===== src/rtl/dmem_port_arbiter_if.sv =====
// Data-memory port arbiter bundle: load request/response, store-buffer drain,
// memory request/response and the ROB flush pulse.
interface dmem_port_arbiter_if #(
  parameter int unsigned WORD_SIZE_P = 16,
  parameter int unsigned ROB_TAG_W   = 4
);
  logic                   rob_mispredict_i;
  logic                   ld_v_i;
  logic [WORD_SIZE_P-1:0] ld_addr_i;
  logic [ROB_TAG_W-1:0]   ld_tag_i;
  logic                   ld_ready_o;
  logic                   ld_resp_v_o;
  logic [WORD_SIZE_P-1:0] ld_resp_data_o;
  logic [ROB_TAG_W-1:0]   ld_resp_tag_o;
  logic                   sb_mem_v_i;
  logic [WORD_SIZE_P-1:0] sb_mem_addr_i;
  logic [WORD_SIZE_P-1:0] sb_mem_data_i;
  logic                   sb_mem_ready_o;
  logic                   mem_v_o;
  logic                   mem_we_o;
  logic [WORD_SIZE_P-1:0] mem_addr_o;
  logic [WORD_SIZE_P-1:0] mem_data_o;
  logic                   mem_ready_i;
  logic                   mem_resp_v_i;
  logic [WORD_SIZE_P-1:0] mem_resp_data_i;
  logic                   busy_o;

  // Arbiter side: it masters the memory port on behalf of both requesters.
  modport master (
    input  rob_mispredict_i,
    input  ld_v_i, ld_addr_i, ld_tag_i,
    output ld_ready_o, ld_resp_v_o, ld_resp_data_o, ld_resp_tag_o,
    input  sb_mem_v_i, sb_mem_addr_i, sb_mem_data_i,
    output sb_mem_ready_o,
    output mem_v_o, mem_we_o, mem_addr_o, mem_data_o,
    input  mem_ready_i, mem_resp_v_i, mem_resp_data_i,
    output busy_o
  );

  // Environment side: execute, store buffer and memory.
  modport slave (
    output rob_mispredict_i,
    output ld_v_i, ld_addr_i, ld_tag_i,
    input  ld_ready_o, ld_resp_v_o, ld_resp_data_o, ld_resp_tag_o,
    output sb_mem_v_i, sb_mem_addr_i, sb_mem_data_i,
    input  sb_mem_ready_o,
    input  mem_v_o, mem_we_o, mem_addr_o, mem_data_o,
    output mem_ready_i, mem_resp_v_i, mem_resp_data_i,
    input  busy_o
  );
endinterface


===== src/rtl/dmem_port_arbiter.sv =====
// Shares one data-memory port between execute loads and store-buffer drains.
// One transaction outstanding; loads win unless a waiting store has been
// passed over STARVE_LIMIT times. Load responses can be squashed by the ROB.
module dmem_port_arbiter #(
  parameter int unsigned WORD_SIZE_P  = 16,
  parameter int unsigned ROB_TAG_W    = 4,
  parameter int unsigned STARVE_LIMIT = 4
) (
  input  logic                clk_i,
  input  logic                reset_n_i,
  dmem_port_arbiter_if.master bus
);

  localparam int unsigned CNT_W = $clog2(STARVE_LIMIT + 1);
  localparam logic [CNT_W-1:0] STARVE_MAX = CNT_W'(STARVE_LIMIT);

  typedef enum logic [1:0] {IDLE, LD_WAIT, ST_WAIT} state_e;

  state_e               state_q, state_d;
  logic [CNT_W-1:0]     starve_q, starve_d;
  logic                 squash_q, squash_d;
  logic [ROB_TAG_W-1:0] tag_q, tag_d;

  logic force_st, ld_gnt, st_gnt;

  // Grant, memory request mux, response path and next-state computation.
  // Grants are qualified by reset_n_i so every output reads 0 while in reset.
  always_comb begin
    state_d  = state_q;
    starve_d = starve_q;
    squash_d = squash_q;
    tag_d    = tag_q;

    force_st = 1'b0;
    ld_gnt   = 1'b0;
    st_gnt   = 1'b0;

    bus.ld_ready_o     = 1'b0;
    bus.sb_mem_ready_o = 1'b0;
    bus.mem_v_o        = 1'b0;
    bus.mem_we_o       = 1'b0;
    bus.mem_addr_o     = '0;
    bus.mem_data_o     = '0;
    bus.ld_resp_v_o    = 1'b0;
    bus.ld_resp_data_o = '0;
    bus.ld_resp_tag_o  = '0;
    bus.busy_o         = 1'b0;

    unique case (state_q)
      IDLE: begin
        force_st = bus.sb_mem_v_i && (starve_q == STARVE_MAX);
        ld_gnt   = reset_n_i && bus.ld_v_i && !bus.rob_mispredict_i && !force_st;
        st_gnt   = reset_n_i && !ld_gnt && bus.sb_mem_v_i;

        bus.mem_v_o = ld_gnt || st_gnt;
        if (ld_gnt) begin
          bus.mem_addr_o = bus.ld_addr_i;
        end else if (st_gnt) begin
          bus.mem_we_o   = 1'b1;
          bus.mem_addr_o = bus.sb_mem_addr_i;
          bus.mem_data_o = bus.sb_mem_data_i;
        end

        bus.ld_ready_o     = ld_gnt && bus.mem_ready_i;
        bus.sb_mem_ready_o = st_gnt && bus.mem_ready_i;

        // Counter: no waiting store clears it; an accepted store clears it;
        // an accepted load while a store waits bumps it (saturating).
        if (!bus.sb_mem_v_i) begin
          starve_d = '0;
        end else if (bus.sb_mem_ready_o) begin
          starve_d = '0;
        end else if (bus.ld_ready_o && starve_q != STARVE_MAX) begin
          starve_d = starve_q + 1'b1;
        end

        if (bus.ld_ready_o) begin
          tag_d   = bus.ld_tag_i;
          state_d = LD_WAIT;
        end else if (bus.sb_mem_ready_o) begin
          state_d = ST_WAIT;
        end
      end

      LD_WAIT: begin
        bus.busy_o        = 1'b1;
        bus.ld_resp_tag_o = tag_q;
        if (bus.rob_mispredict_i) begin
          squash_d = 1'b1;
        end
        if (bus.mem_resp_v_i) begin
          bus.ld_resp_v_o    = !squash_q && !bus.rob_mispredict_i;
          bus.ld_resp_data_o = bus.mem_resp_data_i;
          squash_d           = 1'b0;
          state_d            = IDLE;
        end
      end

      ST_WAIT: begin
        bus.busy_o = 1'b1;
        if (bus.mem_resp_v_i) begin
          state_d = IDLE;
        end
      end

      default: state_d = IDLE;
    endcase
  end

  // State, starvation counter, squash flag and captured load tag.
  always_ff @(posedge clk_i or negedge reset_n_i) begin
    if (!reset_n_i) begin
      state_q  <= IDLE;
      starve_q <= '0;
      squash_q <= 1'b0;
      tag_q    <= '0;
    end else begin
      state_q  <= state_d;
      starve_q <= starve_d;
      squash_q <= squash_d;
      tag_q    <= tag_d;
    end
  end

endmodule

===== src/flat_wrapper.sv =====
// flat-port wrapper written by rule: the top's interface ports become plain ports
module dmem_port_arbiter_flat 
#(
  parameter int unsigned WORD_SIZE_P  = 16,
  parameter int unsigned ROB_TAG_W    = 4,
  parameter int unsigned STARVE_LIMIT = 4
)
  (clk_i, reset_n_i, bus_rob_mispredict_i, bus_ld_v_i, bus_ld_addr_i, bus_ld_tag_i, bus_ld_ready_o, bus_ld_resp_v_o, bus_ld_resp_data_o, bus_ld_resp_tag_o, bus_sb_mem_v_i, bus_sb_mem_addr_i, bus_sb_mem_data_i, bus_sb_mem_ready_o, bus_mem_v_o, bus_mem_we_o, bus_mem_addr_o, bus_mem_data_o, bus_mem_ready_i, bus_mem_resp_v_i, bus_mem_resp_data_i, bus_busy_o);
  dmem_port_arbiter_if #(.WORD_SIZE_P(WORD_SIZE_P), .ROB_TAG_W(ROB_TAG_W)) bus_i ();
  input  logic clk_i;
  input  logic reset_n_i;
  input wire logic [$bits(bus_i.rob_mispredict_i)-1:0] bus_rob_mispredict_i;
  input wire logic [$bits(bus_i.ld_v_i)-1:0] bus_ld_v_i;
  input wire logic [$bits(bus_i.ld_addr_i)-1:0] bus_ld_addr_i;
  input wire logic [$bits(bus_i.ld_tag_i)-1:0] bus_ld_tag_i;
  output wire logic [$bits(bus_i.ld_ready_o)-1:0] bus_ld_ready_o;
  output wire logic [$bits(bus_i.ld_resp_v_o)-1:0] bus_ld_resp_v_o;
  output wire logic [$bits(bus_i.ld_resp_data_o)-1:0] bus_ld_resp_data_o;
  output wire logic [$bits(bus_i.ld_resp_tag_o)-1:0] bus_ld_resp_tag_o;
  input wire logic [$bits(bus_i.sb_mem_v_i)-1:0] bus_sb_mem_v_i;
  input wire logic [$bits(bus_i.sb_mem_addr_i)-1:0] bus_sb_mem_addr_i;
  input wire logic [$bits(bus_i.sb_mem_data_i)-1:0] bus_sb_mem_data_i;
  output wire logic [$bits(bus_i.sb_mem_ready_o)-1:0] bus_sb_mem_ready_o;
  output wire logic [$bits(bus_i.mem_v_o)-1:0] bus_mem_v_o;
  output wire logic [$bits(bus_i.mem_we_o)-1:0] bus_mem_we_o;
  output wire logic [$bits(bus_i.mem_addr_o)-1:0] bus_mem_addr_o;
  output wire logic [$bits(bus_i.mem_data_o)-1:0] bus_mem_data_o;
  input wire logic [$bits(bus_i.mem_ready_i)-1:0] bus_mem_ready_i;
  input wire logic [$bits(bus_i.mem_resp_v_i)-1:0] bus_mem_resp_v_i;
  input wire logic [$bits(bus_i.mem_resp_data_i)-1:0] bus_mem_resp_data_i;
  output wire logic [$bits(bus_i.busy_o)-1:0] bus_busy_o;
  assign bus_i.rob_mispredict_i = bus_rob_mispredict_i;
  assign bus_i.ld_v_i = bus_ld_v_i;
  assign bus_i.ld_addr_i = bus_ld_addr_i;
  assign bus_i.ld_tag_i = bus_ld_tag_i;
  assign bus_ld_ready_o = bus_i.ld_ready_o;
  assign bus_ld_resp_v_o = bus_i.ld_resp_v_o;
  assign bus_ld_resp_data_o = bus_i.ld_resp_data_o;
  assign bus_ld_resp_tag_o = bus_i.ld_resp_tag_o;
  assign bus_i.sb_mem_v_i = bus_sb_mem_v_i;
  assign bus_i.sb_mem_addr_i = bus_sb_mem_addr_i;
  assign bus_i.sb_mem_data_i = bus_sb_mem_data_i;
  assign bus_sb_mem_ready_o = bus_i.sb_mem_ready_o;
  assign bus_mem_v_o = bus_i.mem_v_o;
  assign bus_mem_we_o = bus_i.mem_we_o;
  assign bus_mem_addr_o = bus_i.mem_addr_o;
  assign bus_mem_data_o = bus_i.mem_data_o;
  assign bus_i.mem_ready_i = bus_mem_ready_i;
  assign bus_i.mem_resp_v_i = bus_mem_resp_v_i;
  assign bus_i.mem_resp_data_i = bus_mem_resp_data_i;
  assign bus_busy_o = bus_i.busy_o;
  dmem_port_arbiter #(.WORD_SIZE_P(WORD_SIZE_P), .ROB_TAG_W(ROB_TAG_W), .STARVE_LIMIT(STARVE_LIMIT)) u_core (.clk_i(clk_i), .reset_n_i(reset_n_i), .bus(bus_i));
endmodule

===== config.mk =====
export PLATFORM = sky130hd
export DESIGN_NAME = dmem_port_arbiter_flat
export DESIGN_NICKNAME = d
export VERILOG_FILES = /design/src/rtl/dmem_port_arbiter_if.sv /design/src/rtl/dmem_port_arbiter.sv /design/src/flat_wrapper.sv
export SDC_FILE = /design/constraint.sdc
export NUM_CORES = 1
export LEC_CHECK = 0
export CAP_MARGIN = 20
export CORE_ASPECT_RATIO = 0.9
export CORE_MARGIN = 10
export CORE_UTILIZATION = 28
export DETAILED_ROUTE_END_ITERATION = 8
export GPL_TIMING_DRIVEN = 1
export HOLD_SLACK_MARGIN = 0.1
export PLACE_DENSITY = 0.86
export SLEW_MARGIN = 20
export SYNTH_ARGS = -nofsm -noshare
export SYNTH_HDL_FRONTEND = slang
export SYNTH_SLANG_ARGS = --single-unit

===== constraint.sdc =====
create_clock -name clk_i -period 1.9 [get_ports clk_i]
set_input_delay 0.38 -clock clk_i [delete_from_list [all_inputs] [get_ports clk_i]]
set_output_delay 0.38 -clock clk_i [all_outputs]
set_load 0.02 [all_outputs]

Word level (Yosys, flattened, before mapping):

Index checks and enable logic that the tools add are counted.

* register bits: 10
* output and inout port bits: 58
* word-level logic and storage cells: 61

* add/sub/neg operators: 1
* equal/unequal tests: 7
* muxes and demuxes: 27
* reduce and logical (&&, ||, !) cells: 22

Operator list (count)
* $mux 16: 8
* $mux 1: 11
* $logic_and 1x1->1: 10
* $mux 3: 3
* $reduce_and 2->1: 4
* $mux 2: 3
* $ne 3x1->1 const B: 2
* $logic_not 1->1: 4
* $mux 4: 1
* $pmux 2 s2: 1
* $add 3x1->3 const B: 1
* $eq 3x3->1 const B: 1
* $ne 3x3->1 const B: 1
* $eq 2x1->1 const B: 1
* $eq 2x2->1 const B: 1
* $logic_not 2->1: 1
* $ne 2x1->1 const B: 1
* $reduce_bool 2->1: 1
* $reduce_or 2->1: 1
* $logic_or 1x1->1: 1

Logic depth before layout (Yosys ltp):

Gate-level depths: netlist of run 1.

* depth after elaboration: 11
* depth in mapped cells: 7
* depth with buffers taken out: 5

Least setup slack after synthesis of run 1:

No wires, ideal clock.

* path kind: reg2out
* start: register u_core.state_q[1]
* end: output port bus_mem_data_o[10]
* data arrival time: 1.539 ns
* data required time: 1.520 ns
* path slack: -0.019 ns
* stages on the path, launching flop included: 7
* buffers on the path: 1
* cell sequence: dfrtp_1 inv_1 ha_1 nand2_2 a211oi_4 buf_6 and2_1

* longest elaborated chain between the ends: 2

Ends and longest elaborated chain
* start: declaration: RTL line dmem_port_arbiter.sv:19 `state_e state_q, state_d;`
* start signal: assignment: RTL line dmem_port_arbiter.sv:118 `state_q <= state_d;`
* $logic_not 2->1: RTL line dmem_port_arbiter.sv:49 `unique case (state_q)`
* $mux 16: RTL line dmem_port_arbiter.sv:49
* end: declaration: RTL line flat_wrapper.sv:27 `output wire logic [$bits(bus_i.mem_data_o)-1:0] bus_mem_data_o;`

Every way passes these cells.

Final worst setup path of run 1:

* start: register u_core.starve_q[1]
* end: output port bus_mem_addr_o[10]

* longest elaborated chain between the ends: 10

Ends and longest elaborated chain
* start: declaration: RTL line dmem_port_arbiter.sv:20 `logic [CNT_W-1:0] starve_q, starve_d;`
* start signal: assignment: RTL line dmem_port_arbiter.sv:119 `starve_q <= starve_d;`
* $eq 3x3->1 *: RTL line dmem_port_arbiter.sv:51 `force_st = bus.sb_mem_v_i && (starve_q == STARVE_MAX);`
* $logic_and 1x1->1 *: RTL line dmem_port_arbiter.sv:51
* $logic_not 1->1 *: RTL line dmem_port_arbiter.sv:52 `ld_gnt = reset_n_i && bus.ld_v_i && !bus.rob_mispredict_i && !force_st;`
* $logic_and 1x1->1 *: RTL line dmem_port_arbiter.sv:52
* $logic_not 1->1: RTL line dmem_port_arbiter.sv:53 `st_gnt = reset_n_i && !ld_gnt && bus.sb_mem_v_i;`
* $logic_and 1x1->1 (2 in a row): RTL line dmem_port_arbiter.sv:53
* $mux 16: RTL line dmem_port_arbiter.sv:58 `end else if (st_gnt) begin`
* $mux 16 *: RTL line dmem_port_arbiter.sv:56 `if (ld_gnt) begin`
* $mux 16 *: RTL line dmem_port_arbiter.sv:49
* end: declaration: RTL line flat_wrapper.sv:26 `output wire logic [$bits(bus_i.mem_addr_o)-1:0] bus_mem_addr_o;`

Mark *: on every way between the ends. The rest lies on a longest branch, timed or not.

==> results of run 1 <==
-- area by class of cell --
class                           count  area share, %
Clock buffer                        4           1.74
Inverter                            7          0.833
Multi-Input combinational cell    127           33.9
Sequential cell                    10           7.93
Tap cell                           48           1.90
Timing Repair Buffer              177           53.7
-- synth_stat cells (3+ instances only) --
cell type / n / area [µm²]
and2_1: 23 / 144
a21oi_1: 20 / 100
nand3_1: 17 / 85.1
and3_1: 16 / 100
o211ai_1: 16 / 120
dfrtp_1: 10 / 250
inv_1: 7 / 26.3
clkbuf_1: 6 / 22.5
nand2_1: 6 / 22.5
mux2_2: 5 / 56.3
buf_4: 4 / 30.0
ha_1: 4 / 50.1
buf_2: 3 / 15.0
o21ai_0: 3 / 15.0
-- per-layer routing --
layer  share of wire [%]  wire length [µm]  global-route usage [%]
met1                  37              2620                    17.6
met2                  55              3860                    33.4
met3                 6.6               459                    3.91
met4                0.79                55                    2.86
met5                   0                 0                       0
-- state kept, by name, indices dropped and copies added (netlist names) --
register         flops
u_core.squash_q      1
u_core.tag_q         4
u_core.starve_q      3
u_core.state_q       2
-- kinds of logic (layout without fill, tap and decap cells) --
family	count (synthesis)	count (layout)	share of synthesized area (%)
AOI/OAI and AO/OA	46	46	25.8
buffers and inverters	21	188	8.73
and+or+nand+nor	72	72	35.9
muxes	5	5	4.68
adders and majority gates	4	4	4.16
DFF	10	10	20.8
-- timing repair --
item                       CTS  global route
buffers inserted             8             4
setup endpoints to repair   58            45
pin swaps                   20            16
gates resized for setup    336            28
cloned                       2             1
-- worst paths after layout --
check                                                from  slack (ps)  depth (start not counted)                              to
max in group asynchronous                       reset_n_i        1420                          2     u_core.squash_q$_DFFE_PN0P_
min in group clk_i            u_core.tag_q[1]$_DFFE_PN0P_         500                          1     u_core.tag_q[1]$_DFFE_PN0P_
max                        u_core.starve_q[1]$_DFFE_PN0P_        -200                          8              bus_mem_addr_o[10]
min reg2reg                   u_core.tag_q[1]$_DFFE_PN0P_         500                          1     u_core.tag_q[1]$_DFFE_PN0P_
min                                             reset_n_i         330                          2  u_core.starve_q[2]$_DFFE_PN0P_
max reg2reg                u_core.starve_q[1]$_DFFE_PN0P_         -40                         10     u_core.tag_q[2]$_DFFE_PN0P_
-- power by group through the flow --
stage          Clock, µW  Sequential [µW]  Combinational, µW
2_1_floorplan          0              314                601
3_3_place_gp           0              319               1230
3_5_place_dp           0              323               1260
4_1_cts              276              324               1300
5_1_grt              291              333               1480
6_report             275              326               1390
-- stage by stage --
stage	hold slack, ps	util (%)	instances	power (µW)
after floorplan	84.4	-	158	915
after global placement	483	68.9	355	1550
after detailed placement	489	68.9	355	1580
after CTS	260	74.6	369	1900
after global routing	324	76.9	373	2110
final	327	76.9	373	1990
-- critical path, stage by stage (launching register included) --
cell      delay, ps
dfrtp_1         370
inv_2            50
ha_4            170
buf_6           110
and2_4          150
buf_12          130
o211ai_1        230
a21oi_2         120
buf_6           140
==> results_dict.tcl, run 1 <==
set metrics [dict create \
    synthesis.area_um2 1200 \
    place_congestion 0.849 \
    fmax_mhz 477 \
    syn-num-nets 237 \
    setup_viol 38 \
    n_antenna_cell 0 \
    drive_gt1_share_pct 52.0 \
    netlist_instances 158 \
    switching_power_uw 810 \
    via_per_inst 5.05 \
    vias 1884 \
    fin_crit_ps 2100 \
    fin_crit_sh_pct 110 \
    crit_path_start_kind "flop" \
    grt_usage_pct 16.8 \
    seq_area_um2 250 \
    die_w_um 89.1 \
    ios 133 \
    finClkSkew_ps 2.88 \
    die_h_um 82.2 \
    syn_area_per_cell_um2 7.62 \
    rsz0062_at_grt "true" \
    p_seq_share_pct 16.4 \
    rows 22 \
    leakage_uw 0.00145 \
    cts_tree "yes" \
    worstSetupPathType "reg2out" \
    violations "setup timing" \
    synth_cell_types 32 \
    synth_async_sr_flop_share_pct 100 \
    setup_tns_ps -4530 \
    clkPwrFrac_pct 13.8 \
    yosys_warnings 0 \
    multi_input_area_um2 1070 \
    place_area_um2 2830 \
    power_density_nw_per_um2 630 \
    outcome "finished, violations left" \
    place_ws_ps -779 \
    antenna_found_initial 0 \
    slew_headroom_pct 75.7 \
    dp_hpwl_um 5150 \
    p_sw_share_pct 40.7 \
    first_pass_iters 4 \
    clock_latency_ps 240 \
    drt_iter0_drc 87 \
    cts-buffers-inserted 3 \
    layout_common_cells "clkdlybuf4s50_1 (70), buf_4 (42), buf_6 (37), and2_4 (18), buf_2 (17)" \
    grt_pass1_vias 1928 \
    ir_drop_mv 0.691 \
    yosysSeqAreaShare_pct 20.8 \
    clkTransAtPathRegs_ps 50 \
    drv_slew 0 \
    grt.overflow.total 0 \
    clockBufferDepth 2 \
    fin_ws_ps -196 \
    worstSetupEndpointType "output pin" \
    cts_hold_buf 0 \
    path_max_fanout 8 \
    area_delta_synth_final_pct 162 \
    p_int_uw 1180 \
    htreeDepth 1 \
    comb_power_share_pct 69.8 \
    nFillCells 295 \
    worstPathRequired_ps 1520 \
    clockRootBuffer "clkbuf_8" \
    cp.arrival_ps 1720 \
    drv_cap 0 \
    core-area_um2 4100 \
    routed_wl_um 7000 \
    ys_ff_latch 10 \
    min_path_type "in2async" \
    grt_max_degree 21 \
    synthFlopType "dfrtp_1" \
    port_buffers 132 \
    clock-sinks 10 \
    dieArea_um2 7320 \
    ant_nets 0 \
    initial_core_util_pct 29.3 \
    finalHoldViolCount 0 \
    drc 0 \
    avgRoutedWirePerCell_um 18.8 \
    final_common_cell "clkdlybuf4s50_1" \
    grt_pass1_wl_um 9910 \
    postLayoutCellArea_um2 3160 \
    nets 405 \
    max_slew.worst_pin.slew_ps 355 \
    synth-edff-count 0 \
]
No activity file was read; power rests on OpenSTA's default activity.
==> run 2: changes to the inputs <==
Clock period 1.9 ns to 2.2 ns, I/O delays scaled along.
==> run 2 against run 1 <==
Net effect:
- the run now ends clean
- clock skew grew 0.98 ps
- combinational power shrank 23%
- critical path depth is the same
- sequential share of layout area grew 0.63 points
- wire length shrank 3.8%
- die area is the same
- critical endpoint is now bus_mem_data_o[10]
==> results_dict.tcl, run 2 (synthesis gave the netlist of run 1 again) <==
set metrics [dict create \
    power_density_nw_per_um2 538 \
    grt_max_degree 19 \
    layout_common_cells "clkdlybuf4s50_1 (71), buf_4 (52), and2_1 (22), dlygate4sd2_1 (22)" \
    fmax_mhz 456 \
    worst-path-buf-inv 4 \
    min_path_type "in2async" \
    cts-buffers-inserted 3 \
    outcome "complete, no violations" \
    clockBufferDepth 2 \
    fin_cells 371 \
    clkTransAtPathRegs_ps 50 \
    critPathMaxStageDelay_ps 380 \
    rows 22 \
    worstSetupPathType "reg2out" \
    drive_gt1_share_pct 31.3 \
    reg2reg_to "u_core.tag_q[1]$_DFFE_PN0P_" \
    largest_register_ffs 4 \
    total_power_uw 1570 \
    nets 403 \
    multi_input_area_um2 895 \
    place_congestion 0.820 \
    dp_hpwl_um 5330 \
    grt.overflow.total 0 \
    clock-sinks 10 \
    ant_nets 0 \
    r2r_cells 11 \
    die_w_um 89.1 \
    ios 133 \
    initial_core_util_pct 29.3 \
    htreeDepth 1 \
    leakage_uw 0.00143 \
    drc 0 \
    rsz0062_at_grt "true" \
    fin_crit_sh_pct 99.7 \
    top_register "u_core.tag_q" \
    reg_top3 "u_core.tag_q (4), u_core.starve_q (3), u_core.state_q (2)" \
    vias 1879 \
    cts_tree "yes" \
    cp.arrival_ps 1750 \
    first_pass_iters 4 \
    slowest_stage "dfrtp_1" \
    path_delay_family "buffers and inverters" \
    drt_iter0_drc 99 \
    grt_pass1_vias 1889 \
    slew_headroom_pct 73.6 \
    area_delta_synth_final_pct 143 \
    finClkSkew_ps 3.86 \
    antenna_found_initial 0 \
    ir_drop_mv 0.470 \
    drv_slew 0 \
    fin_crit_ps 2190 \
    final_common_cell "clkdlybuf4s50_1" \
    avgRoutedWirePerCell_um 18.1 \
    setup_viol 0 \
    clock_latency_ps 230 \
    grt_pass1_wl_um 9430 \
    crit_chain "inv_1, ha_1, nand2_2, a211oi_4, buf_6, clkbuf_16, and2_1, buf_4" \
    port_buffers 132 \
    routed_wl_um 6730 \
    r2r_slack_ps 190 \
    nFillCells 346 \
    die_h_um 82.2 \
    drv_cap 0 \
    max_slew.worst_pin.slew_ps 385 \
    dieArea_um2 7320 \
    clockRootBuffer "clkbuf_8" \
    finalHoldViolCount 0 \
    dp_cells 356 \
    worstPathRequired_ps 1760 \
    path_max_fanout 4 \
    grt_usage_pct 15.8 \
    worstSetupEndpointType "output pin" \
    n_antenna_cell 0 \
    core-area_um2 4100 \
    seq_area_um2 250 \
    crit_path_start_kind "flop" \
    via_per_inst 5.06 \
    r2r_start "u_core.starve_q[0]$_DFFE_PN0P_" \
]
run 2: changes by cell type in the layout (fill, tap and decap cells not counted), sizes merged:
cell / before / now
buf: 101 / 74
clkbuf: 5 / 7
clkdlybuf4s15: 0 / 3
clkdlybuf4s50: 70 / 71
dlygate4sd2: 5 / 22
dlymetal6s2s: 0 / 2
run 2: final cells by class:
type	instances	area share (%)
Timing Repair Buffer	175	56.0
Clock buffer	4	1.88
Inverter	7	0.899
Sequential cell	10	8.56
Multi-Input combinational cell	127	30.6
Tap cell	48	2.05
run 2: tightest hold or removal path, delay by kind of cell:
family / cells / cell delay (ps)
buf+inv: 3 / 580
run 2: routing by layer:
layer  track usage [%]  up-vias  wire length [µm]
met3              4.60        2               602
met2              31.1       88              3540
met4              1.75        0                26
met5                 0        -                 0
met1              16.7      880              2570
li1                  -      909                 -
run 2: through the flow:
step / hold slack [ps] / TNS, ps / cell area [µm²] / utilization, % / setup slack [ps]
2_1_floorplan: 144 / 0 / 1200 / - / 221
3_3_place_gp: 481 / -19100 / 2780 / 67.9 / -536
3_5_place_dp: 491 / -21400 / 2780 / 67.9 / -590
4_1_cts: 443 / 0 / 2700 / 65.8 / 0.243
5_1_grt: 470 / -180 / 2920 / 71.3 / -58.4
6_report: 442 / 0 / 2920 / 71.3 / 6.70
run 2: worst max-delay path by stage:
| stage | startpoint | to | slack, ps | cells past startpoint |
|---|---|---|---|---|
| after global routing | u_core.state_q[1]$_DFFE_PN0P_ | bus_mem_data_o[10] | -60 | 8 |
| after floorplan | u_core.state_q[1]$_DFFE_PN0P_ | bus_mem_data_o[10] | 220 | 6 |
| after CTS | bus_ld_v_i | bus_mem_data_o[5] | 0.2 | 6 |
| final | u_core.state_q[1]$_DFFE_PN0P_ | bus_mem_data_o[10] | 7 | 8 |
| after global placement | bus_ld_v_i | bus_mem_addr_o[11] | -540 | 6 |
| after detailed placement | bus_ld_v_i | bus_mem_addr_o[7] | -590 | 6 |
run 2: repair_timing:
action,4_1_cts,5_1_grt
resized for setup,167,47
hold buffers,0,0
gates cloned,0,4
pin swaps,2,6
setup buffers,5,2
setup endpoints to repair,57,41
run 2: report_power, final:
group          switching, µW  leakage [µW]  internal (µW)
logic                    528       0.00128            541
registers               31.3      0.000128            247
clock network           70.1     0.0000288            157
total                    629       0.00143            945
==> run 3: changes to the inputs <==
--- a/config.mk
+++ b/config.mk
@@ -15,2 +15,3 @@
 export PLACE_DENSITY = 0.86
+export RECOVER_POWER = 50
 export SLEW_MARGIN = 20
--- a/constraint.sdc
+++ b/constraint.sdc
@@ -3,2 +3,2 @@
 set_output_delay 0.44 -clock clk_i [all_outputs]
-set_load 0.02 [all_outputs]
+set_load 0.1 [all_outputs]
==> run 3 against run 2 <==
Net effect:
- the flow now finishes with violations (setup timing)
- via count rose by 6.6%
- global-route usage is 4.3 points higher
- worst setup slack worse by 79 ps
- critical path depth is the same
- critical endpoint is now bus_sb_mem_ready_o
==> results_dict.tcl, run 3 (synthesis gave the netlist of run 1 again) <==
set metrics [dict create \
    power_density_nw_per_um2 771 \
    dp_cells 349 \
    routed.top_layer "met4" \
    die_h_um 82.2 \
    cts_hold_buf 0 \
    switching_power_uw 1610 \
    die_w_um 89.1 \
    nFillCells 141 \
    grt_max_degree 21 \
    drv_cap 0 \
    slowest_stage "dfrtp_1" \
    clkPwrFrac_pct 8.3 \
    slew_headroom_pct 57.4 \
    fmax_mhz 440 \
    nets 390 \
    routed-wl-met3_um 746 \
    largest_register_ffs 4 \
    vias 2003 \
    routed_wl_um 9010 \
    crit_path_start_kind "flop" \
    outcome "finished, violations left" \
    fin_ws_ps -72.7 \
    clockBufferDepth 2 \
    leakage_uw 0.00150 \
    multi_input_area_um2 1120 \
    area_delta_synth_final_pct 210 \
    worstSetupPathType "reg2out" \
    initial_core_util_pct 29.3 \
    p_int_uw 1260 \
    drc 0 \
    setup_viol 25 \
    wl_met1_um 3250 \
    first_pass_iters 4 \
    rows 22 \
    cp.arrival_ps 1830 \
    clock-sinks 10 \
    wl_met2_um 4800 \
    place_congestion 0.839 \
    p_seq_share_pct 10.2 \
    worstPathRequired_ps 1760 \
    via_per_inst 5.59 \
    ir_drop_mv 1.00 \
    grt_pass1_vias 2075 \
    cp_common_cell "buf_12" \
    layout_common_cells "clkdlybuf4s50_1 (69), buf_12 (64), buf_4 (19), and2_4 (18)" \
    grt_usage_pct 20.2 \
    htreeDepth 1 \
    clock_latency_ps 240 \
    violations "setup timing" \
    ios 133 \
    worstSetupEndpointType "output pin" \
    min_path_type "reg2reg" \
    drt_iter0_drc 163 \
    crit_chain "inv_2, ha_4, nand2_2, a211oi_4, buf_12, buf_12, and2_4, buf_12" \
    max_slew.worst_pin.slew_ps 639 \
    comb_power_share_pct 81.5 \
    antenna_found_initial 0 \
    ant_nets 0 \
    rsz0062_at_grt "true" \
    cts-buffers-inserted 3 \
    dieArea_um2 7320 \
    cts_tree "yes" \
    holdWs_ps 498 \
    p_sw_share_pct 56.1 \
    path_max_fanout 9 \
    finClkSkew_ps 0.887 \
    fin_crit_sh_pct 103 \
    grt.overflow.total 0 \
    top_register "u_core.tag_q" \
    core-area_um2 4100 \
    n_antenna_cell 0 \
    dp_hpwl_um 6260 \
    drv_slew 0 \
    reg_top3 "u_core.tag_q (4), u_core.starve_q (3), u_core.state_q (2)" \
    port_buffers 132 \
    drive_gt1_share_pct 49.7 \
    critPathMaxStageDelay_ps 410 \
    clkTransAtPathRegs_ps 50 \
    seq_area_um2 250 \
    grt_pass1_wl_um 11600 \
    finalHoldViolCount 0 \
    final_common_cell "clkdlybuf4s50_1" \
    clockRootBuffer "clkbuf_8" \
    avgRoutedWirePerCell_um 25.2 \
    fin_cells 358 \
    fin_crit_ps 2270 \
]
[run 3: cell types whose count changed in the layout (fill, tap and decap cells not counted), sizes merged]
cell and delta:
clkdlybuf4s15 -3, dlygate4sd3 +1, clkdlybuf4s50 -2, dlygate4sd2 -18, buf +11, dlymetal6s2s -2
[run 3: metal layers]
layer | global-route usage [%] | vias to the layer above
li1 | - | 885
met1 | 21.2 | 978
met2 | 39.6 | 123
met3 | 4.79 | 17
met4 | 4.29 | 0
met5 | 0 | -
[run 3: path summary, 6_finish.rpt]
kind,end,slack [ps],startpoint,cells past startpoint
setup / recovery,bus_sb_mem_ready_o,-70,u_core.state_q[1]$_DFFE_PN0P_,8
hold / removal,u_core.tag_q[3]$_DFFE_PN0P_,500,u_core.tag_q[3]$_DFFE_PN0P_,1
setup reg to reg,u_core.tag_q[2]$_DFFE_PN0P_,400,u_core.starve_q[0]$_DFFE_PN0P_,8
hold reg to reg,u_core.tag_q[3]$_DFFE_PN0P_,500,u_core.tag_q[3]$_DFFE_PN0P_,1
max in group asynchronous,u_core.squash_q$_DFFE_PN0P_,1210,reset_n_i,3
min in group asynchronous,u_core.starve_q[1]$_DFFE_PN0P_,590,reset_n_i,3
[run 3: what timing repair did]
action	in CTS	in global routing
buffers inserted	4	0
resized for setup	26	12
gates cloned	1	0
setup endpoints to repair	36	50
pin swaps	9	14
[run 3: per-stage QoR]
step / TNS (ps) / setup slack, ps / total power, µW / area (µm²) / util (%)
after floorplan: -863 / -143 / 1680 / 1400 / -
after global placement: -3400 / -110 / 2530 / 3530 / 86.1
after detailed placement: -5070 / -178 / 2570 / 3530 / 86.1
after CTS: -110 / -23.2 / 2910 / 3700 / 90.3
after global routing: -4280 / -147 / 2960 / 3730 / 90.8
final: -1140 / -72.7 / 2870 / 3730 / 90.8
[run 3: power by group through the flow]
stage	logic [µW]	registers (µW)	clock network, µW
after global placement	2250	283	0
final	2340	294	238
after CTS	2380	288	240
after floorplan	1400	276	0
after detailed placement	2280	288	0
after global routing	2410	297	252
[run 3: critical path: cells and delay by family, from the launching register on]
| family | cells | cell delay [ps] |
|---|---|---|
| AO/OA/AOI/OAI | 1 | 200 |
| adder cells (fa/ha/maj) | 1 | 170 |
| buffers and inverters | 4 | 560 |
| flip-flops | 1 | 410 |
| AND/OR/NAND/NOR | 2 | 250 |
[run 3: layout make-up]
type	instances	area share [%]
clock buffer	4	1.48
inverter	7	0.705
multi-input combinational	127	30.1
sequential	10	6.72
tap	48	1.61
timing repair buffer	162	59.4
